## src/rtl/mem_access_stage_if.sv

```systemverilog
// Shared types and handshake/bus bundle for the memory-access stage.
package mem_access_pkg;
  typedef struct packed {
    logic        read;
    logic        write;
    logic [31:0] addr;
    logic [31:0] data;
    logic [2:0]  opType;
    logic [4:0]  rdAddr;
  } tMemOp;

  typedef struct packed {
    logic        dv;
    logic [4:0]  addr;
    logic [31:0] data;
  } tRegOp;
endpackage

interface mem_access_stage_if;
  import mem_access_pkg::*;

  logic        in_valid;
  logic        in_ready;
  tMemOp       in_memOp;
  tRegOp       in_regOp;
  logic        dmem_req;
  logic        dmem_we;
  logic [31:0] dmem_addr;
  logic [31:0] dmem_wdata;
  logic [3:0]  dmem_be;
  logic [31:0] dmem_rdata;
  logic        dmem_ack;
  logic        wb_dv;
  logic [4:0]  wb_addr;
  logic [31:0] wb_data;
  logic        bus_err;
  logic        misalign_err;

  modport master (
    output in_valid, in_memOp, in_regOp,
    output dmem_rdata, dmem_ack,
    input  in_ready, dmem_req, dmem_we,
    input  dmem_addr, dmem_wdata, dmem_be,
    input  wb_dv, wb_addr, wb_data,
    input  bus_err, misalign_err
  );

  modport slave (
    input  in_valid, in_memOp, in_regOp,
    input  dmem_rdata, dmem_ack,
    output in_ready, dmem_req, dmem_we,
    output dmem_addr, dmem_wdata, dmem_be,
    output wb_dv, wb_addr, wb_data,
    output bus_err, misalign_err
  );
endinterface

```

## src/rtl/mem_access_stage.sv

```systemverilog
// Memory stage: single-outstanding data bus, store lanes, load extension.
// MEM_MISALIGN_TRAP_EN: trap misaligned half/word accesses instead of issuing.
module mem_access_stage #(
  parameter int cDataWidth  = 32,
  parameter int cRegSelBitW = 5,
  parameter int cAckTimeout = 16
) (
  input logic               clk,
  input logic               rstN,
  mem_access_stage_if.slave bus
);
  localparam int CW =
    (cAckTimeout > 0) ? $clog2(cAckTimeout + 1) : 1;

  typedef enum logic {
    IDLE,
    ACCESS
  } state_t;

  state_t                 state;
  logic [CW-1:0]          cnt;
  logic                   ld_q;
  logic [2:0]             op_q;
  logic [1:0]             lo_q;
  logic [cRegSelBitW-1:0] rd_q;

  logic        accept;
  logic        st;
  logic        mem;
  logic [31:0] a;
  logic [31:0] d;
  logic [2:0]  op;
  logic        byte_sz;
  logic        half_sz;
  logic        misal;
  logic [3:0]  be;
  logic [31:0] wd;
  logic [7:0]  rb;
  logic [15:0] rh;
  logic [cDataWidth-1:0] ext;
  logic [CW-1:0] cnt_nx;
  logic        tmo;

  assign bus.in_ready = (state == IDLE);
  assign accept = bus.in_valid & bus.in_ready;
  assign a   = bus.in_memOp.addr;
  assign d   = bus.in_memOp.data;
  assign op  = bus.in_memOp.opType;
  assign st  = bus.in_memOp.write;
  assign mem = bus.in_memOp.read | st;

  // stores only know SB/SH; loads also have the unsigned forms
  always_comb begin
    byte_sz = 1'b0;
    half_sz = 1'b0;
    unique case (1'b1)
      (op[1:0] == 2'b00) && (!st || !op[2]):
        byte_sz = 1'b1;
      (op[1:0] == 2'b01) && (!st || !op[2]):
        half_sz = 1'b1;
      default: ;
    endcase
  end

  always_comb begin
    be = 4'b1111;
    wd = d;
    unique case (1'b1)
      byte_sz: begin
        be = 4'b0001 << a[1:0];
        wd = {4{d[7:0]}};
      end
      half_sz: begin
        be = a[1] ? 4'b1100 : 4'b0011;
        wd = {2{d[15:0]}};
      end
      default: ;
    endcase
  end

`ifdef MEM_MISALIGN_TRAP_EN
  assign misal = (half_sz & a[0])
               | (!byte_sz & !half_sz & (a[1:0] != 2'b00));
`else
  assign misal = 1'b0;
`endif

  assign rb = 8'(bus.dmem_rdata >> {lo_q, 3'b000});
  assign rh = lo_q[1] ? bus.dmem_rdata[31:16]
                      : bus.dmem_rdata[15:0];

  always_comb begin
    ext = bus.dmem_rdata;
    unique case (op_q)
      3'b000: ext = {{24{rb[7]}}, rb};
      3'b100: ext = {24'd0, rb};
      3'b001: ext = {{16{rh[15]}}, rh};
      3'b101: ext = {16'd0, rh};
      default: ;
    endcase
  end

  assign cnt_nx = cnt + 1'b1;
  assign tmo = (cAckTimeout != 0)
             && (cnt_nx == CW'(cAckTimeout));

  always_ff @(posedge clk or negedge rstN) begin
    if (!rstN) begin
      state            <= IDLE;
      cnt              <= '0;
      ld_q             <= 1'b0;
      op_q             <= '0;
      lo_q             <= '0;
      rd_q             <= '0;
      bus.dmem_req     <= 1'b0;
      bus.dmem_we      <= 1'b0;
      bus.dmem_addr    <= '0;
      bus.dmem_wdata   <= '0;
      bus.dmem_be      <= '0;
      bus.wb_dv        <= 1'b0;
      bus.wb_addr      <= '0;
      bus.wb_data      <= '0;
      bus.bus_err      <= 1'b0;
      bus.misalign_err <= 1'b0;
    end else begin
      bus.wb_dv        <= 1'b0;
      bus.bus_err      <= 1'b0;
      bus.misalign_err <= 1'b0;
      unique case (state)
        IDLE: begin
          if (accept) begin
            if (!mem) begin
              bus.wb_dv <= bus.in_regOp.dv
                         & (bus.in_regOp.addr != '0);
              bus.wb_addr <= bus.in_regOp.addr;
              bus.wb_data <= bus.in_regOp.data;
            end else if (misal) begin
              bus.misalign_err <= 1'b1;
            end else begin
              state          <= ACCESS;
              cnt            <= '0;
              bus.dmem_req   <= 1'b1;
              bus.dmem_we    <= st;
              bus.dmem_addr  <= {a[31:2], 2'b00};
              bus.dmem_be    <= be;
              bus.dmem_wdata <= wd;
              ld_q           <= !st;
              op_q           <= op;
              lo_q           <= a[1:0];
              rd_q           <= bus.in_memOp.rdAddr;
            end
          end
        end
        ACCESS: begin
          // an ack in the timeout cycle still completes the access
          if (bus.dmem_ack) begin
            state        <= IDLE;
            bus.dmem_req <= 1'b0;
            if (ld_q && (rd_q != '0)) begin
              bus.wb_dv   <= 1'b1;
              bus.wb_addr <= rd_q;
              bus.wb_data <= ext;
            end
          end else begin
            cnt <= cnt_nx;
            if (tmo) begin
              state        <= IDLE;
              bus.dmem_req <= 1'b0;
              bus.bus_err  <= 1'b1;
            end
          end
        end
        default: ;
      endcase
    end
  end
endmodule

```

## src/flat_wrapper.sv

```systemverilog
// flat-port wrapper written by rule: the top's interface ports become plain ports
module mem_access_stage_flat 
#(
  parameter int cDataWidth  = 32,
  parameter int cRegSelBitW = 5,
  parameter int cAckTimeout = 16
)
  (clk, rstN, bus_in_valid, bus_in_memOp, bus_in_regOp, bus_dmem_rdata, bus_dmem_ack, bus_in_ready, bus_dmem_req, bus_dmem_we, bus_dmem_addr, bus_dmem_wdata, bus_dmem_be, bus_wb_dv, bus_wb_addr, bus_wb_data, bus_bus_err, bus_misalign_err);
  mem_access_stage_if bus_i ();
  input logic clk;
  input logic rstN;
  input wire logic [$bits(bus_i.in_valid)-1:0] bus_in_valid;
  input wire logic [$bits(bus_i.in_memOp)-1:0] bus_in_memOp;
  input wire logic [$bits(bus_i.in_regOp)-1:0] bus_in_regOp;
  input wire logic [$bits(bus_i.dmem_rdata)-1:0] bus_dmem_rdata;
  input wire logic [$bits(bus_i.dmem_ack)-1:0] bus_dmem_ack;
  output wire logic [$bits(bus_i.in_ready)-1:0] bus_in_ready;
  output wire logic [$bits(bus_i.dmem_req)-1:0] bus_dmem_req;
  output wire logic [$bits(bus_i.dmem_we)-1:0] bus_dmem_we;
  output wire logic [$bits(bus_i.dmem_addr)-1:0] bus_dmem_addr;
  output wire logic [$bits(bus_i.dmem_wdata)-1:0] bus_dmem_wdata;
  output wire logic [$bits(bus_i.dmem_be)-1:0] bus_dmem_be;
  output wire logic [$bits(bus_i.wb_dv)-1:0] bus_wb_dv;
  output wire logic [$bits(bus_i.wb_addr)-1:0] bus_wb_addr;
  output wire logic [$bits(bus_i.wb_data)-1:0] bus_wb_data;
  output wire logic [$bits(bus_i.bus_err)-1:0] bus_bus_err;
  output wire logic [$bits(bus_i.misalign_err)-1:0] bus_misalign_err;
  assign bus_i.in_valid = bus_in_valid;
  assign bus_i.in_memOp = bus_in_memOp;
  assign bus_i.in_regOp = bus_in_regOp;
  assign bus_i.dmem_rdata = bus_dmem_rdata;
  assign bus_i.dmem_ack = bus_dmem_ack;
  assign bus_in_ready = bus_i.in_ready;
  assign bus_dmem_req = bus_i.dmem_req;
  assign bus_dmem_we = bus_i.dmem_we;
  assign bus_dmem_addr = bus_i.dmem_addr;
  assign bus_dmem_wdata = bus_i.dmem_wdata;
  assign bus_dmem_be = bus_i.dmem_be;
  assign bus_wb_dv = bus_i.wb_dv;
  assign bus_wb_addr = bus_i.wb_addr;
  assign bus_wb_data = bus_i.wb_data;
  assign bus_bus_err = bus_i.bus_err;
  assign bus_misalign_err = bus_i.misalign_err;
  mem_access_stage #(.cDataWidth(cDataWidth), .cRegSelBitW(cRegSelBitW), .cAckTimeout(cAckTimeout)) u_core (.clk(clk), .rstN(rstN), .bus(bus_i));
endmodule
```

## config.mk

```make
export PLATFORM = sky130hd
export DESIGN_NAME = mem_access_stage_flat
export DESIGN_NICKNAME = d
export VERILOG_FILES = /design/src/rtl/mem_access_stage_if.sv /design/src/rtl/mem_access_stage.sv /design/src/flat_wrapper.sv
export SDC_FILE = /design/constraint.sdc
export NUM_CORES = 1
export LEC_CHECK = 0
export BUFFER_PORTS_ARGS = -buffer_cell sky130_fd_sc_hd__buf_2
export CELL_PAD_IN_SITES_DETAIL_PLACEMENT = 0
export CELL_PAD_IN_SITES_GLOBAL_PLACEMENT = 1
export CORE_ASPECT_RATIO = 0.5
export CORE_MARGIN = 1.5
export CORE_UTILIZATION = 34
export DETAILED_ROUTE_END_ITERATION = 7
export PLACE_DENSITY = 0.79
export SKIP_CTS_REPAIR_TIMING = 1
export SLEW_MARGIN = 15
export SYNTH_ARGS = -nofsm -noshare
export SYNTH_HDL_FRONTEND = slang
export SYNTH_SLANG_ARGS = --single-unit
```

## constraint.sdc

```tcl
create_clock -name clk -period 2.6 [get_ports clk]
set_clock_uncertainty 0.15 [all_clocks]
set_input_delay 0.39 -clock clk [delete_from_list [all_inputs] [get_ports clk]]
set_output_delay 0.39 -clock clk [all_outputs]
set_load 0.005 [all_outputs]
```

==> flow_metrics.tcl <==
set metrics [dict create \
    fin_crit_sh 0.8704 \
    ys_ff_latch 124 \
    clockBufferDepth 2 \
    grt_max_degree 55 \
    post-route-cell-area_mm2 0.008139 \
    die_area_mm2 0.01857 \
    ios 259 \
    dp_hpwl_mm 14.06 \
    clock_latency_ns 0.42 \
    cts_tree "done" \
    power.switching_w 0.002314 \
    maxCapViolCount 0 \
    synth_cell_types 52 \
    fp-row-count 34 \
    rsz0062_at_grt "false" \
    synthTopCellsByCount "nand2_1 (217), dfrtp_1 (124), o21ai_0 (97)" \
    worstSetupPathType "reg2out" \
    tns_ns 0 \
    track_usage 0.2115 \
    leakage_nw 4.161 \
    cp_max_fo 11 \
    die_y_um 97.11 \
    cts_buffers 17 \
    final_max_slew_viol_count 0 \
    postPlaceCellArea_mm2 0.007543 \
    postRouteAntennaNets 0 \
    hold_viol 0 \
    grt_pass1_vias 5689 \
    worstRegToRegCells 6 \
    viasPerCell 4.859 \
    intPower_w 0.004892 \
    powerDensity_mw_per_mm2 885.4 \
    power_frac_seq 0.399 \
    yosysSeqAreaShare 0.5153 \
    end_kind "output pin" \
    pwr-share-clk 0.328 \
    synth_area_mm2 0.006022 \
    ir_drop_v 0.0004767 \
    h-tree-depth 4 \
    cts_num_sinks 124 \
    path_clk_slew_ns 0.06 \
    synth_most_common_cell "nand2_1" \
    status "complete, no violations" \
    synthToLayoutAreaGrowth_pct 35.15 \
    grtUsageMet3 0.03864 \
    worstPathArrival_ns 1.72 \
    avgRoutedWirePerCell_um 16.16 \
    globalRouteOverflowTotal 0 \
    swShare 0.3211 \
    setup_viol 0 \
    n_fill_cell 1768 \
    required_ns 2.06 \
    start_util 0.3470 \
    layout-drive-gt1-share 0.3333 \
    postSynthCellCount 684 \
    ys_warn_count 0 \
    synthTopCellsByArea "dfrtp_1 (52%), nand2_1 (14%), o21ai_0 (8.1%)" \
    worstMarginPinSlew_ns 0.5662 \
    grt_first_pass_wirelength_mm 30.48 \
    drt_iter0_markers 294 \
    ctsRootBufferMaster "clkbuf_16" \
    wirelength_mm 19.06 \
    core_area_mm2 0.01736 \
    syn_area_per_cell_um2 8.804 \
    start_kind "register" \
    routed-via-count 5729 \
    clock.fmax_mhz 441.9 \
    synth_top_area_share 0.5153 \
    grt_antenna_before_repair 0 \
    port_buffers 255 \
    fin_nets 1082 \
    num_antenna_cells 0 \
    grt_use_met1 0.2767 \
    synthFlopType "dfrtp_1" \
    holdPathStages 3 \
    place_congestion 0.8559 \
    first_pass_iters 4 \
    hp-class "in2reg" \
    drt_drc_violations_left 0 \
    yosys.area.top_type "dfrtp_1" \
    fp.dieW_um 191.2 \
    min_period_ns 2.263 \
    grt_busiest_layer "met2" \
    async_flop_share 1.000 \
    relSlewSlack 0.6211 \
    synth_edf_count 0 \
    met2_usage 0.3573 \
    p_comb_frac 0.273 \
]
-- logic make-up after synthesis --
| group | after synthesis | share of synthesized area |
|---|---|---|
| AO/OA/AOI/OAI | 181 | 0.1745 |
| XOR/XNOR | 2 | 0.002909 |
| adder cells (fa/ha/maj) | 1 | 0.002077 |
| buffers and inverters | 55 | 0.04737 |
| flip-flops | 124 | 0.5153 |
| multiplexers | 41 | 0.06836 |
| other | 1 | 0.0006227 |
| AND/OR/NAND/NOR | 279 | 0.1889 |
-- worst max-delay path: stages, from the launching register on --
cell and delay [ns]:
dfrtp_1 0.60, clkinv_1 0.45, buf_2 0.26
-- state kept, by name (all words and copies together) (netlist names) --
| register | cells |
|---|---|
| u_core.bus.bus_err | 1 |
| u_core.bus.dmem_addr | 30 |
| u_core.bus.dmem_be | 4 |
| u_core.bus.dmem_req | 1 |
| u_core.bus.dmem_wdata | 32 |
| u_core.bus.dmem_we | 1 |
| u_core.bus.wb_addr | 5 |
| u_core.bus.wb_data | 32 |
| u_core.bus.wb_dv | 1 |
| u_core.cnt | 5 |
| u_core.ld_q | 1 |
| u_core.lo_q | 2 |
| u_core.op_q | 3 |
| u_core.rd_q | 5 |
| u_core.state | 1 |
-- placed cells by master (no fill, tap or decap), types with 2 or more instances in the layout --
master and count:
nand2b_1 4, a31oi_1 5, nor2_1 27, o21ai_0 97, clkbuf_8 3, a21oi_1 34
clkbuf_16 17, o221ai_1 3, o21ai_1 8, and2_1 3, a22oi_1 6, o22a_1 6
or4_1 2, inv_1 6, buf_2 254, xor2_1 2, nand3_1 6, nor3_1 3
dfrtp_1 124, mux2i_1 40, nor2b_1 7, buf_12 2, o21ai_2 2, clkinvlp_4 4
buf_4 18, a221o_1 2, conb_1 3, clkinv_2 4, nor3b_1 2, bufinv_16 2
nand2_1 217, a21o_1 3, o31a_1 3
-- final timing paths --
path / start / end / slack (ns)
setup reg to reg: u_core.rd_q[2] / u_core.bus.wb_data[1] / 0.40
hold / removal: bus_in_memOp[48] / u_core.bus.dmem_addr[8] / 0.01
min in group asynchronous: rstN / u_core.bus.dmem_wdata[21] / 0.31
max in group asynchronous: rstN / u_core.bus.dmem_wdata[8] / 1.32
setup / recovery: u_core.state / bus_in_ready / 0.34
hold reg to reg: u_core.bus.dmem_addr[10] / u_core.bus.dmem_addr[10] / 0.32
-- layout make-up --
type	count	area (um2)	share of cell area
flip-flops and latches	124	3103	0.3812
multi-input cells	507	2664	0.3273
repair buffers	276	1468	0.1803
clock buffers	20	466.7	0.05734
well taps	234	292.8	0.03597
clock inverters	11	118.9	0.01460
inverters	7	26.28	0.003228
-- metal layers --
metal / vias to the layer above / share of wire
met5: - / 0
met4: 0 / 0.010
met3: 15 / 0.059
met2: 176 / 0.49
met1: 2723 / 0.44
li1: 2815 / -
-- through the flow --
| step | hold WS, ns | cells | setup WS [ns] | power [W] | util |
|---|---|---|---|---|---|
| 2_1_floorplan | -0.05559 | 686 | 0.6789 | 0.003885 | - |
| 6_report | 0.01270 | 1179 | 0.3370 | 0.007206 | 0.4689 |
| 5_1_grt | 0.005125 | 1179 | 0.2235 | 0.007718 | 0.4689 |
| 3_5_place_dp | 0.2059 | 1147 | 0.3949 | 0.004901 | 0.4346 |
| 4_1_cts | -0.2465 | 1178 | 0.2738 | 0.007306 | 0.4684 |
| 3_3_place_gp | 0.1983 | 1147 | 0.4311 | 0.004840 | 0.4346 |
-- power groups by stage --
| stage | combinational (W) | sequential (W) | clock [W] |
|---|---|---|---|
| 2_1_floorplan | 0.000989 | 0.00290 | 0 |
| 3_3_place_gp | 0.00196 | 0.00288 | 0 |
| 3_5_place_dp | 0.00200 | 0.00290 | 0 |
| 4_1_cts | 0.00200 | 0.00288 | 0.00243 |
| 5_1_grt | 0.00223 | 0.00296 | 0.00253 |
| 6_report | 0.00197 | 0.00288 | 0.00236 |
(Power assumes the default switching activity.)
